## config.mk

```make
export PLATFORM = sky130hd
export DESIGN_NAME = csa_accum_ctrl
export DESIGN_NICKNAME = d
export VERILOG_FILES = /design/src/rtl/csa_accum_ctrl.sv
export SDC_FILE = /design/constraint.sdc
export NUM_CORES = 1
export LEC_CHECK = 0
export CAP_MARGIN = 20
export CORE_MARGIN = 2
export CORE_UTILIZATION = 30
export CTS_CLUSTER_SIZE = 28
export DETAILED_ROUTE_END_ITERATION = 10
export GPL_TIMING_DRIVEN = 0
export PLACE_DENSITY = 0.51
export SETUP_SLACK_MARGIN = 0.5
export SYNTH_ARGS = -nofsm -noshare
export SYNTH_HDL_FRONTEND = slang
export SYNTH_SLANG_ARGS = --single-unit
```

## constraint.sdc

```tcl
create_clock -name clk -period 2.2 [get_ports clk]
set_input_delay 0.22 -clock clk [delete_from_list [all_inputs] [get_ports clk]]
set_output_delay 0.22 -clock clk [all_outputs]
set_load 0.05 [all_outputs]
```

## src/rtl/csa_accum_ctrl.sv

```systemverilog
// ---------------------------------------------------------------------------
// csa_accum_ctrl
//
// Multi-operand adder that takes NOPS operands one at a time and folds each
// into a carry-save pair (sreg, creg) through a single WIDTH-bit 3:2
// compressor. After the last operand it resolves sreg + creg + ci in one
// ripple add and holds the result until the consumer takes it.
//
// Ports
//   clk        clock, all state changes on the rising edge
//   rst        synchronous active-high reset
//   start      begin an operation (only honoured while idle)
//   ci         carry-in, captured on the cycle start is honoured
//   op         operand data
//   op_valid   operand present
//   op_ready   controller accepts an operand this cycle
//   s          result sum
//   co         carry out of the final resolve add
//   res_valid  s/co valid
//   res_ready  consumer accepts the result
//   busy       high whenever the controller is not idle
// ---------------------------------------------------------------------------
module csa_accum_ctrl #(
    parameter int WIDTH = 7,
    parameter int NOPS  = 8
) (
    input  logic             clk,
    input  logic             rst,
    input  logic             start,
    input  logic             ci,
    input  logic [WIDTH-1:0] op,
    input  logic             op_valid,
    output logic             op_ready,
    output logic [WIDTH-1:0] s,
    output logic             co,
    output logic             res_valid,
    input  logic             res_ready,
    output logic             busy
);

    localparam int CW = $clog2(NOPS + 1);
    localparam logic [CW-1:0] LAST_IDX = CW'(NOPS - 1);

    typedef enum logic [1:0] {
        IDLE    = 2'd0,
        ACCUM   = 2'd1,
        RESOLVE = 2'd2,
        DONE    = 2'd3
    } state_t;

    state_t state;
    state_t state_next;

    logic [WIDTH-1:0] sreg;
    logic [WIDTH-1:0] creg;
    logic [CW-1:0]    count;
    logic             ci_r;
    logic [WIDTH-1:0] maj;
    logic             accept;

    // An operand is consumed only on a real handshake while accumulating.
    assign accept = (state == ACCUM) && op_valid;

    // Bitwise majority of the three compressor inputs; this becomes the
    // carry vector once shifted up by one place.
    assign maj = (sreg & creg) | (sreg & op) | (creg & op);

    // State register. Reset from any state drops whatever was in flight.
    always_ff @(posedge clk) begin
        if (rst) begin
            state <= IDLE;
        end else begin
            state <= state_next;
        end
    end

    // Next-state logic. RESOLVE always lasts exactly one cycle, and the
    // operation ends when the NOPS-th operand is accepted.
    always_comb begin
        state_next = state;
        case (state)
            IDLE: begin
                if (start) begin
                    state_next = ACCUM;
                end
            end
            ACCUM: begin
                if (accept && (count == LAST_IDX)) begin
                    state_next = RESOLVE;
                end
            end
            RESOLVE: begin
                state_next = DONE;
            end
            DONE: begin
                if (res_ready) begin
                    state_next = IDLE;
                end
            end
            default: begin
                state_next = IDLE;
            end
        endcase
    end

    // Handshake and status outputs are pure decodes of the state, so they
    // read as zero straight out of reset.
    always_comb begin
        op_ready  = 1'b0;
        res_valid = 1'b0;
        busy      = 1'b1;
        case (state)
            IDLE:    busy      = 1'b0;
            ACCUM:   op_ready  = 1'b1;
            RESOLVE: op_ready  = 1'b0;
            DONE:    res_valid = 1'b1;
            default: busy      = 1'b0;
        endcase
    end

    // Datapath. The carry vector loses its top bit on every fold, so co
    // reflects the truncated carry-save form rather than true overflow.
    // s/co only change in RESOLVE, which keeps them stable throughout DONE.
    always_ff @(posedge clk) begin
        if (rst) begin
            sreg  <= '0;
            creg  <= '0;
            count <= '0;
            ci_r  <= 1'b0;
            s     <= '0;
            co    <= 1'b0;
        end else begin
            case (state)
                IDLE: begin
                    if (start) begin
                        sreg  <= '0;
                        creg  <= '0;
                        count <= '0;
                        ci_r  <= ci;
                    end
                end
                ACCUM: begin
                    if (accept) begin
                        sreg  <= sreg ^ creg ^ op;
                        creg  <= {maj[WIDTH-2:0], 1'b0};
                        count <= count + 1'b1;
                    end
                end
                RESOLVE: begin
                    {co, s} <= {1'b0, sreg} + {1'b0, creg} + {{WIDTH{1'b0}}, ci_r};
                end
                default: begin
                end
            endcase
        end
    end

endmodule

```

# Word level (Yosys, flattened, before mapping)
# Index checks and enable logic that the tools add are counted.
classes:
  order_cmp: 0
  mul: 0
  n_div: 0
  bitwise_logic: 7
  muxes: 15
  addsub: 3
  n_reduce_logical: 7
  eq_ne: 8
  shifts: 0
op_table:
  columns: ["cell", "n"]
  rows:
  - ["case mux 7 bit (2 select lines)", 2]
  - ["two-way mux 7 bit", 3]
  - ["bitwise AND 6 bit", 3]
  - ["XOR 7 bit", 2]
  - ["OR 6 bit", 2]
  - ["adder 7 x 7 -> 8 bit", 1]
  - ["adder 8 x 1 -> 8 bit", 1]
  - ["two-way mux 4 bit", 2]
  - ["case mux 2 bit (4 select lines)", 1]
  - ["case mux 4 bit (2 select lines)", 1]
  - ["two-way mux 2 bit", 3]
  - ["inequality test 2 bit (second input constant)", 3]
  - ["AND reduction 3 bit", 2]
  - ["adder 4 x 1 -> 4 bit (second input constant)", 1]
  - ["equality test 2 bit (second input constant)", 2]
  - ["equality test 4 x 3 -> 1 bit (second input constant)", 1]
  - ["two-way mux 1 bit", 3]
  - ["equality test 2 x 1 -> 1 bit (second input constant)", 1]
  - ["logical AND 1 bit", 2]
  - ["logical NOT 2 bit", 1]
  - ["inequality test 2 x 1 -> 1 bit (second input constant)", 1]
  - ["AND reduction 2 bit", 1]
  - ["nonzero test 2 bit", 1]
word_totals:
  mem_bits_rw: 0
  out_inout_bits: 11
  in_bits: 13
  romBits: 0
  latch_bits: 0
  elab_cells: 47
  ff_bits: 29
  mem_count: 0

# Depth between registers and ports, before layout
# Gate-level depths: netlist (run 1).
depth:
  depth_word: 5
  depth_mapped: 9
  depth_no_buf: 7

# Worst setup path after synthesis (run 1)
# OpenSTA, ideal clock, no wires.
synth_path:
  path_type: "reg2reg"
  startpoint: "register state[1]"
  endpoint: "register creg[5]"
  period_less_slack_ps: 2061
  setup_ps: 135
  required_ps: 2065
  setup_slack_ps: 139
  arrival_time_ps: 1927
  n_path_buf: 3
  stages_incl_launch_ff: 10
  cell_sequence: "dfxtp_1 -> inv_1 -> ha_1 -> buf_6 -> nor2_1 -> or3_1 -> buf_6 -> buf_12 -> nand2_2 -> a21oi_2"
synth_via:
  elab_chain_len: 4
  word_cells_on_any_way: 8
  cone_classes: "3 x eq/ne; 1 x mux; 4 x reduce/logical"
synth_rtl:
  columns: ["element", "line", "rtl"]
  rows:
  - ["start: declaration", "51", "state_t state;"]
  - ["start signal: assignment", "73", "state <= state_next;"]
  - ["equality test 2 x 1 -> 1 bit", "62, 133", null]
  - ["logical AND 1 bit", "62", "assign accept = (state == ACCUM) && op_valid;"]
  - ["inequality test 2 bit (no line)", null, null]
  - ["AND reduction 3 bit (no line)", null, null]
  - ["end signal: assignment", "145", "creg <= {maj[WIDTH-2:0], 1'b0};"]
  - ["end: declaration", "55", "logic [WIDTH-1:0] creg;"]
# Parallel ways exist; a longest one is shown, timed or not.
# A chain may end at the register's enable or synchronous reset.

# Worst setup path after layout (run 1)
layout_path:
  startpoint: "register state[1]"
  endpoint: "register count[0]"
layout_via:
  elab_chain_len: 4
  word_cells_on_any_way: 8
  cone_classes: "3 x eq/ne; 1 x mux; 4 x reduce/logical"
layout_rtl:
  columns: ["element", "line", "rtl"]
  rows:
  - ["equality test 2 x 1 -> 1 bit", "62, 133", null]
  - ["logical AND 1 bit", "62", null]
  - ["inequality test 2 bit (no line)", null, null]
  - ["AND reduction 3 bit (no line)", null, null]
  - ["end signal: assignment", "146", "count <= count + 1'b1;"]
  - ["end: declaration", "56", "logic [CW-1:0] count;"]
# Parallel ways exist; a longest one is shown, timed or not.

==> run metrics, run 1 <==
R2R cell count 10; yosys warns 0; first-pass GRT wire length 6.451 mm; Highest Clock Rate 0.5935 GHz; detailed placer's ending HPWL 2.829 mm; largest net degree at the start of global routing 16; post-synthesis cell area 1754 um2; arrival time worst endpoint 1900 ps; # rows 27; Hold Crit Depth 2; slowest CP cell or3_4; Die H 80.47 um; drt drc 0; Netlist cell types 42; Yosys top cell area share 31.95%; Final Util 42.13%; Main synth FF type dfxtp_1; via count 1392; non-filler cells, final 290; Hold Crit Class flip-flop to flip-flop; Max Transition Viols Final 0; Starting Density 31.47%; Core ar. 5574 um2; status finished clean; vias in the first global route 1332; Seq cells post-synth 28; Gate Count Post-Synth 180; fraction of layout cells with a size suffix above 1 31.65%; Clock Sinks 28; Fill cells 564; initial antenna violation count 0; Peak VDD IR 0.4232 mV; routed len/inst 13.59 um; Synth async-reset ratio 0%; startpoint class of the critical path flip-flop; R2R Setup Slk 510 ps; Via density 4.800; total power 2.538 mW; Lkg Pwr 0.9754 nW; Root Buffer clkbuf_8; sequential area share after synthesis 31.95%; worst path required time 2420 ps; CP Capture Type flip-flop; TNS Setup 0 ps; CP max FO 4; ANT nets after route 0; most frequent cells in the layout dfxtp_1 (24), clkdlybuf4s50_1 (19), nand4_1 (14), a21oi_2 (14), nor2_1 (14); period utilization 76.59%; Final Setup Violations 0; Final #Nets 252; I/O pin count 24; normalized max-slew margin 66.86%; commonest non-fill, non-tap cell in the layout dfxtp_1; DIE AREA 6475 um2; htree depth 1; clk_lat worst skew 280 ps; GP Congestion 0.7498; Cell Pwr Density 1081 nW/um2; area grow syn2layout 33.88%; die width 80.47 um; Worst-path clk slew 100 ps; clk_skew 8.620 ps; drt total wl 3.940 mm; TritonCTS clock tree done; CTS buffer count 3; clock buffer depth 2; worst setup path category flip-flop to flip-flop; grt ovf 0; Slew @ Worst Pin 496.3 ps; syn nets 213; MaxCap Viol Count 0; Detailed Routing Iterations Pass 1 4; Fin. Hold Viols 0; Critical Path, Cell by Cell inv_4, ha_4, buf_8, buf_6, nor2_4, or3_4, buf_8, buf_6, xor2_1, nor2_1; largest area contributor in the netlist dfxtp_1; dpl ws 283.6 ps; placed cell count 275; gr usage total 12.94%; final setup margin 515.0 ps; Synth area leaders dfxtp_1 (32%), ha_1 (10%), fa_1 (6.8%); ANT cells 0; Port Buffer Count 23; # hold bufs at CTS 0; 1st-iter DRT viols 52; post-route minimum period 1685 ps; max incr delay on CP 380 ps; RSZ-0062 raised after global routing yes; Post-Syn Area per Cell 9.745 um2; EDFF count, synth 0
final timing paths:
check / from / to
max: state[1] / count[0]
min: ci_r / ci_r
max reg2reg: state[1] / count[0]
min reg2reg: ci_r / ci_r
logic make-up after synthesis:
logic type,count (synthesis),synth area share [%]
simple gates,73,26.03
xor+xnor,5,2.497
buf+inv,17,5.563
fa+ha+maj,20,16.83
compound gates,33,14.84
mux,4,2.283
flops,28,31.95
what timing repair did:
action                     4_1_cts  5_1_grt
pin swaps                        6       17
gates cloned                     1        0
gates resized for setup         21       25
buffers inserted                 8        2
setup endpoints to repair       21       22
layout make-up:
| cell class | count | area [um2] | area share (%) |
|---|---|---|---|
| plain buffers | 11 | 87.58 | 3.729 |
| flip-flops and latches | 28 | 570.5 | 24.29 |
| well taps | 72 | 90.09 | 3.836 |
| clock buffers | 4 | 55.05 | 2.344 |
| inverters | 6 | 25.02 | 1.066 |
| repair buffers | 34 | 339.1 | 14.44 |
| multi-input cells | 135 | 1181 | 50.29 |
routing by layer:
layer  up-vias  part of all wire, %  GRT usage, %
met3         5                  2.6         1.685
met5         -                    0             0
met4         0                  1.8         5.085
met1       654                   51         17.93
met2        18                   44         20.25
li1        715                    -             -
through the flow:
stage,hold WS [ps],area (um2)
final,468.7,2349
after global routing,493.5,2349
after CTS,473.2,2283
after detailed placement,456.7,2092
after global placement,447.8,2092
after floorplan,367.5,1772
state kept, by name, indices dropped and copies added, names as in the netlist:
| register | cells |
|---|---|
| state | 2 |
| s | 7 |
| creg | 6 |
| co | 1 |
| count | 4 |
| sreg | 7 |
| ci_r | 1 |
synthesized netlist by cell type, types with 2 or more instances:
master and number:
xnor2_1 3, nand3b_1 3, nand4_1 14, nor3b_1 2, a211oi_1 4, nand2_4 9, buf_6 2, buf_2 2
ha_1 14, nand2_1 11, nand3_1 2, nor3_1 3, clkbuf_1 6, a21oi_2 10, nand2b_1 2, nor2b_1 2
mux2i_1 4, inv_1 6, nor2_1 15, dfxtp_1 28, o21ai_1 2, fa_1 6, a21oi_1 8, nor2b_4 2
nor4_1 2, xor2_1 2
report_power, final:
| part | switching (mW) | internal [mW] | total (mW) |
|---|---|---|---|
| Combinational | 0.834 | 0.718 | 1.55 |
| Clock | 0.173 | 0.161 | 0.334 |
| Sequential | 0.0665 | 0.586 | 0.652 |
| Total | 1.07 | 1.46 | 2.54 |
worst max-delay path: cells and delay by family, from the launching register on:
kind | cells | cell delay (ps)
and+or+nand+nor | 3 | 500
xor gates and xnor gates | 1 | 130
adders and majority gates | 1 | 140
DFF | 1 | 350
buffers and inverters | 5 | 520
(Power assumes the default switching activity.)
==> inputs of run 2 (changes only) <==
clock period = 1.7 ns   (was 2.2 ns; I/O delays follow)
==> run 2 against run 1 <==
Against the previous run:
- the flow now finishes with violations (setup timing)
- critical path depth fell by 2
- cell area rose by 11%
- utilization rose by 4.8 points
- sequential share of layout area fell by 1.7 points
- clock skew rose by 0.73 ps
- die area did not move
- worst hold slack got worse by 24 ps
- clock power rose by 31%
- total power rose by 39%
- combinational power rose by 44%
- highest routed layer unchanged
==> run metrics, run 2 (synthesized netlist as in run 1, its figures left out) <==
status finished with violations; failing checks setup timing; clock buffer depth 2 (unchanged); grt met1 use 19.18% (+1.2 points); CP max FO 5 (+1); GP Congestion 0.7147 (-4.7%); post-route minimum period 1741 ps (+55.81 ps); drt total wl 4.319 mm (+9.6%); Cell Pwr Density 1346 nW/um2 (+25%); area grow syn2layout 49.14%; Port Buffer Count 23 (unchanged); Peak VDD IR 0.6109 mV (+44%); ANT cells 0 (unchanged); Final Setup Violations 1 (+1); Largest regs s x7, sreg x7, creg x6; vias in the first global route 1405 (+5.5%); non-filler cells, final 300 (+3.4%); htree depth 1 (unchanged); Critical Path, Cell by Cell inv_4, ha_4, nor2b_4, or3_4, buf_6, buf_6, xor2_1, nor2_1; largest net degree at the start of global routing 16 (unchanged); MaxCap Viol Count 0 (unchanged); die width 80.47 um (unchanged); gr usage total 14.00% (+1.1 points); period utilization 102.4% (+26 points); FF-to-FF Start state[0]; Die H 80.47 um (unchanged); Starting Density 31.47% (unchanged); placed cell count 275 (unchanged); Hold Crit Depth 3 (+1); Worst-path clk slew 110 ps (about the same); R2R Setup Slk -40 ps (-560 ps); worst path required time 1880 ps (-540 ps); fraction of layout cells with a size suffix above 1 48.25% (+17 points); max incr delay on CP 400 ps (+20 ps); Highest Clock Rate 0.5744 GHz (-3.2%); crit-path leading delay family simple AND/OR/NAND/NOR gates; DIE AREA 6475 um2 (unchanged); Final Util 46.94% (+4.8 points); Final #Nets 262 (+4.0%); Via density 4.773 (-0.56%); Detailed Routing Iterations Pass 1 4 (unchanged); CP most frequent cell buf_6; CTS buffer count 3 (unchanged); Hold Crit Class input pin to flip-flop; # rows 27 (unchanged); grt ovf 0 (unchanged); normalized max-slew margin 67.81% (+0.95 points); final setup margin -40.85 ps (-555.8 ps); drt drc 0 (unchanged); routed len/inst 14.40 um (+6.0%); GRT busiest layer met2; ANT nets after route 0 (unchanged); detailed placer's ending HPWL 2.872 mm (+1.5%); R2R cell count 8 (-2); initial antenna violation count 0 (unchanged); clk_lat worst skew 290 ps (about the same); Min-Delay Endpoint ci_r; Max Transition Viols Final 0 (unchanged); arrival time worst endpoint 1920 ps (+20 ps); met2 Track Usage GR 22.75% (+2.5 points); FF-to-FF End count[0]; # hold bufs at CTS 0 (unchanged); RSZ-0062 raised after global routing yes; clk_skew 9.351 ps (+0.7302 ps); Core ar. 5574 um2 (unchanged); worst setup path category flip-flop to flip-flop; Slew @ Worst Pin 484.8 ps (-11.48 ps); Root Buffer clkbuf_8; Fin. Hold Viols 0 (unchanged); I/O pin count 24 (unchanged); worst hold start ci; slowest CP cell dfxtp_4; 1st-iter DRT viols 29 (-44%); met3 Track Usage GR 2.697% (+1.0 points); Clock Sinks 28 (unchanged); first-pass GRT wire length 6.969 mm (+8.0%); startpoint class of the critical path flip-flop; Lkg Pwr 1.052 nW (+7.8%); CP Capture Type flip-flop; Fill cells 543 (-3.7%); most frequent cells in the layout dfxtp_1 (16), buf_4 (15), nand4_1 (14), nor2_1 (12), clkdlybuf4s50_1 (12); CP bufs+invs 3 (-2); commonest non-fill, non-tap cell in the layout dfxtp_1; via count 1432 (+2.9%); TritonCTS clock tree done
[run 2: metal layers]
metal,vias up,part of all wire [%]
li1,733,-
met2,15,49
met3,4,2.4
met4,0,0.83
met1,680,48
met5,-,0
[run 2: area by class of cell]
class	instances	area (um2)	share of cell area, %
Multi-Input combinational cell	135	1315	50.26
Timing Repair Buffer	44	431.7	16.50
Sequential cell	28	590.6	22.57
Tap cell	72	90.09	3.443
Clock buffer	4	55.05	2.104
Inverter	6	27.53	1.052
Buffer	11	106.4	4.065
[run 2: how the worst max path moves through the flow]
| stage | startpoint | to | slack (ps) | depth (start not counted) |
|---|---|---|---|---|
| 6_report | state[0] | count[0] | -40 | 8 |
| 5_1_grt | state[0] | count[0] | -80 | 8 |
| 4_1_cts | state[1] | count[0] | -20 | 9 |
| 3_5_place_dp | rst | state[0] | -180 | 4 |
| 3_3_place_gp | rst | count[2] | -190 | 4 |
| 2_1_floorplan | state[1] | creg[5] | -30 | 9 |
[run 2: worst register-to-register path: stages, from the launching register on]
cell and delay (ps):
dfxtp_4 400, inv_4 50, ha_4 180, nor2b_4 160
or3_4 370, buf_6 150, buf_6 120, xor2_1 140
nor2_1 50
[run 2: power breakdown]
part	internal, mW	leakage (nW)	switching [mW]
combinational	1.09	0.789	1.14
sequential	0.764	0.234	0.0932
clock	0.208	0.0288	0.229
total	2.06	1.05	1.46
[run 2: repair_timing]
action	in CTS	in global routing
buffers inserted	15	4
pin swaps	7	11
gates cloned	2	0
endpoints found under the setup margin	39	37
gates resized for setup	74	28
[run 2: stage by stage]
step	instance area, um2	setup slack (ps)	total power [mW]	TNS, ps	hold slack [ps]
finish	2616	-40.85	3.522	-40.85	444.7
global route	2616	-83.85	3.718	-252.5	460.2
CTS	2559	-15.76	3.431	-15.76	461.3
detailed placement	2191	-176.5	2.451	-2346	454.5
global placement	2191	-193.7	2.459	-2608	450.2
floorplan	1871	-31.84	2.081	-188.3	310.0
==> inputs of run 3 (changes only) <==
CORE_UTILIZATION = 54   (was 30)
PLACE_DENSITY = 0.81   (was 0.51)
==> run 3 against run 2 <==
Against the previous run:
- the flow still finishes with violations (setup timing)
- sequential power grew 0.6%
- non-clock buffer count is 10 higher
- clock power fell by 6.4%
- cell count is 6.0% lower
- clock skew shrank 4.4 ps
- flip-flop and latch count stayed put
- count of clock-buffer cells in the layout unchanged
- routed wire length increased by 38%
- utilization grew 40 points
- critical path type unchanged
==> run metrics, run 3 (synthesized netlist as in run 1, its figures left out) <==
FF-to-FF End creg[6]; vias in the first global route 1716 (+22%); gr usage total 30.52% (+17 points); Worst-path clk slew 170 ps (+60 ps); worst path required time 1940 ps (+60 ps); post-route minimum period 1777 ps (+35.80 ps); Clock Sinks 28 (unchanged); TNS Setup -325.4 ps (-284.5 ps); Die H 61.00 um (-24%); worst setup path category flip-flop to flip-flop; DIE AREA 3720 um2 (-43%); Hold Crit Depth 3 (unchanged); routed len/inst 21.20 um (+47%); GP Congestion 0.7900 (+11%); period utilization 104.5% (+2.1 points); R2R cell count 8 (unchanged); drt drc 0 (unchanged); CTS buffer count 3 (unchanged); Final #Nets 272 (+3.8%); status finished with violations; grt ovf 0 (unchanged); worst hold start ci; Fill cells 145 (-73%); Highest Clock Rate 0.5629 GHz (-2.0%); commonest non-fill, non-tap cell in the layout buf_4; Port Buffer Count 23 (unchanged); Starting Density 56.99% (+26 points); total power 3.810 mW (+8.2%); I/O pin count 24 (unchanged); largest net degree at the start of global routing 17 (+1); RSZ-0062 raised after global routing yes; Root Buffer clkbuf_4; via count 1709 (+19%); Slew @ Worst Pin 493.9 ps (+9.151 ps); # hold bufs at CTS 0 (unchanged); Hold WS 447.4 ps (+2.683 ps); Core ar. 3078 um2 (-45%); Max Transition Viols Final 0 (unchanged); Min-Delay Endpoint ci_r; Hold Crit Class input pin to flip-flop; Lkg Pwr 1.129 nW (+7.3%); Cell Pwr Density 1418 nW/um2 (+5.3%); CP Capture Type flip-flop; Final Setup Violations 13 (+12); R2R Setup Slk -80 ps (-40 ps); detailed placer's ending HPWL 2.973 mm (+3.5%); drt total wl 5.978 mm (+38%); startpoint class of the critical path flip-flop; initial antenna violation count 0 (unchanged); first-pass GRT wire length 8.259 mm (+19%); clk_skew 4.906 ps (-4.444 ps); TritonCTS clock tree done; final setup margin -76.65 ps (-35.80 ps); Via density 6.060 (+27%); # rows 20 (-26%); 1st-iter DRT viols 115 (+300%); Fin. Hold Viols 0 (unchanged); htree depth 1 (unchanged); ANT cells 0 (unchanged); ANT nets after route 0 (unchanged); die width 61.00 um (-24%); Final Util 87.32% (+40 points); Detailed Routing Iterations Pass 1 4 (unchanged); FF-to-FF Start state[0]; clock buffer depth 2 (unchanged); Largest regs s x7, sreg x7, creg x6; most frequent cells in the layout buf_4 (24), nand4_1 (14), dfxtp_1 (14), a21oi_2 (12), clkdlybuf4s50_1 (12); Peak VDD IR 1.121 mV (+83%); clk_lat worst skew 340 ps (+50 ps); arrival time worst endpoint 2020 ps (+100 ps); fraction of layout cells with a size suffix above 1 54.62% (+6.4 points); normalized max-slew margin 67.20% (-0.61 points); MaxCap Viol Count 0 (unchanged); failing checks setup timing; area grow syn2layout 53.21%; CP max FO 5 (unchanged)
==> run 3: cell types whose count changed in the layout (fill, tap and decap cells not counted), sizes merged <==
cell | previous run | this run
buf | 35 | 42
clkbuf | 8 | 13
clkdlybuf4s15 | 1 | 0
clkdlybuf4s18 | 1 | 0
==> run 3: worst max path at each step <==
| stage | slack (ps) | from | endpoint | depth (start not counted) |
|---|---|---|---|---|
| 3_5_place_dp | -180 | rst | state[0] | 4 |
| 3_3_place_gp | -120 | rst | state[0] | 4 |
| 5_1_grt | -110 | state[1] | count[0] | 9 |
| 2_1_floorplan | -30 | state[1] | creg[5] | 9 |
| 4_1_cts | -7 | state[1] | count[0] | 9 |
| 6_report | -80 | state[0] | creg[6] | 8 |
==> run 3: final cells by class <==
class	instances	area, um2	area share, %
sequential	28	603.1	22.44
multi-input combinational	135	1331	49.53
tap	44	55.05	2.048
timing repair buffer	54	509.2	18.95
buffer	11	111.4	4.143
clock buffer	4	47.55	1.769
inverter	6	30.03	1.117
==> run 3: worst max-delay path: stages (launching register included) <==
cell,delay [ps]
dfxtp_4,440
inv_4,60
ha_4,170
nor2b_4,150
or3_4,390
buf_8,150
buf_4,150
nand2_2,70
a21oi_1,70
==> run 3: timing repair <==
action | CTS | global route
setup endpoints to repair | 39 | 33
gates cloned | 2 | 0
buffers inserted | 21 | 8
gates resized for setup | 94 | 34
pin swaps | 8 | 20
==> run 3: layer usage <==
layer / part of all wire, % / vias to the layer above / GRT usage [%]
met5: 0 / - / 0
met4: 4.0 / 0 / 18.01
met3: 7.3 / 37 / 5.330
met2: 50 / 110 / 51.92
met1: 39 / 801 / 35.83
li1: - / 761 / -
==> run 3: through the flow <==
stage / setup slack [ps] / cell area [um2] / std cells
final: -76.65 / 2688 / 282
after global routing: -110.7 / 2688 / 282
after CTS: -7.429 / 2520 / 274
after detailed placement: -178.0 / 2156 / 247
after global placement: -115.6 / 2156 / 247
after floorplan: -31.84 / 1871 / 180
==> run 3: power breakdown <==
group          switching [mW]  internal [mW]
combinational            1.31           1.23
sequential              0.102          0.761
clock                   0.229          0.180
total                    1.64           2.17
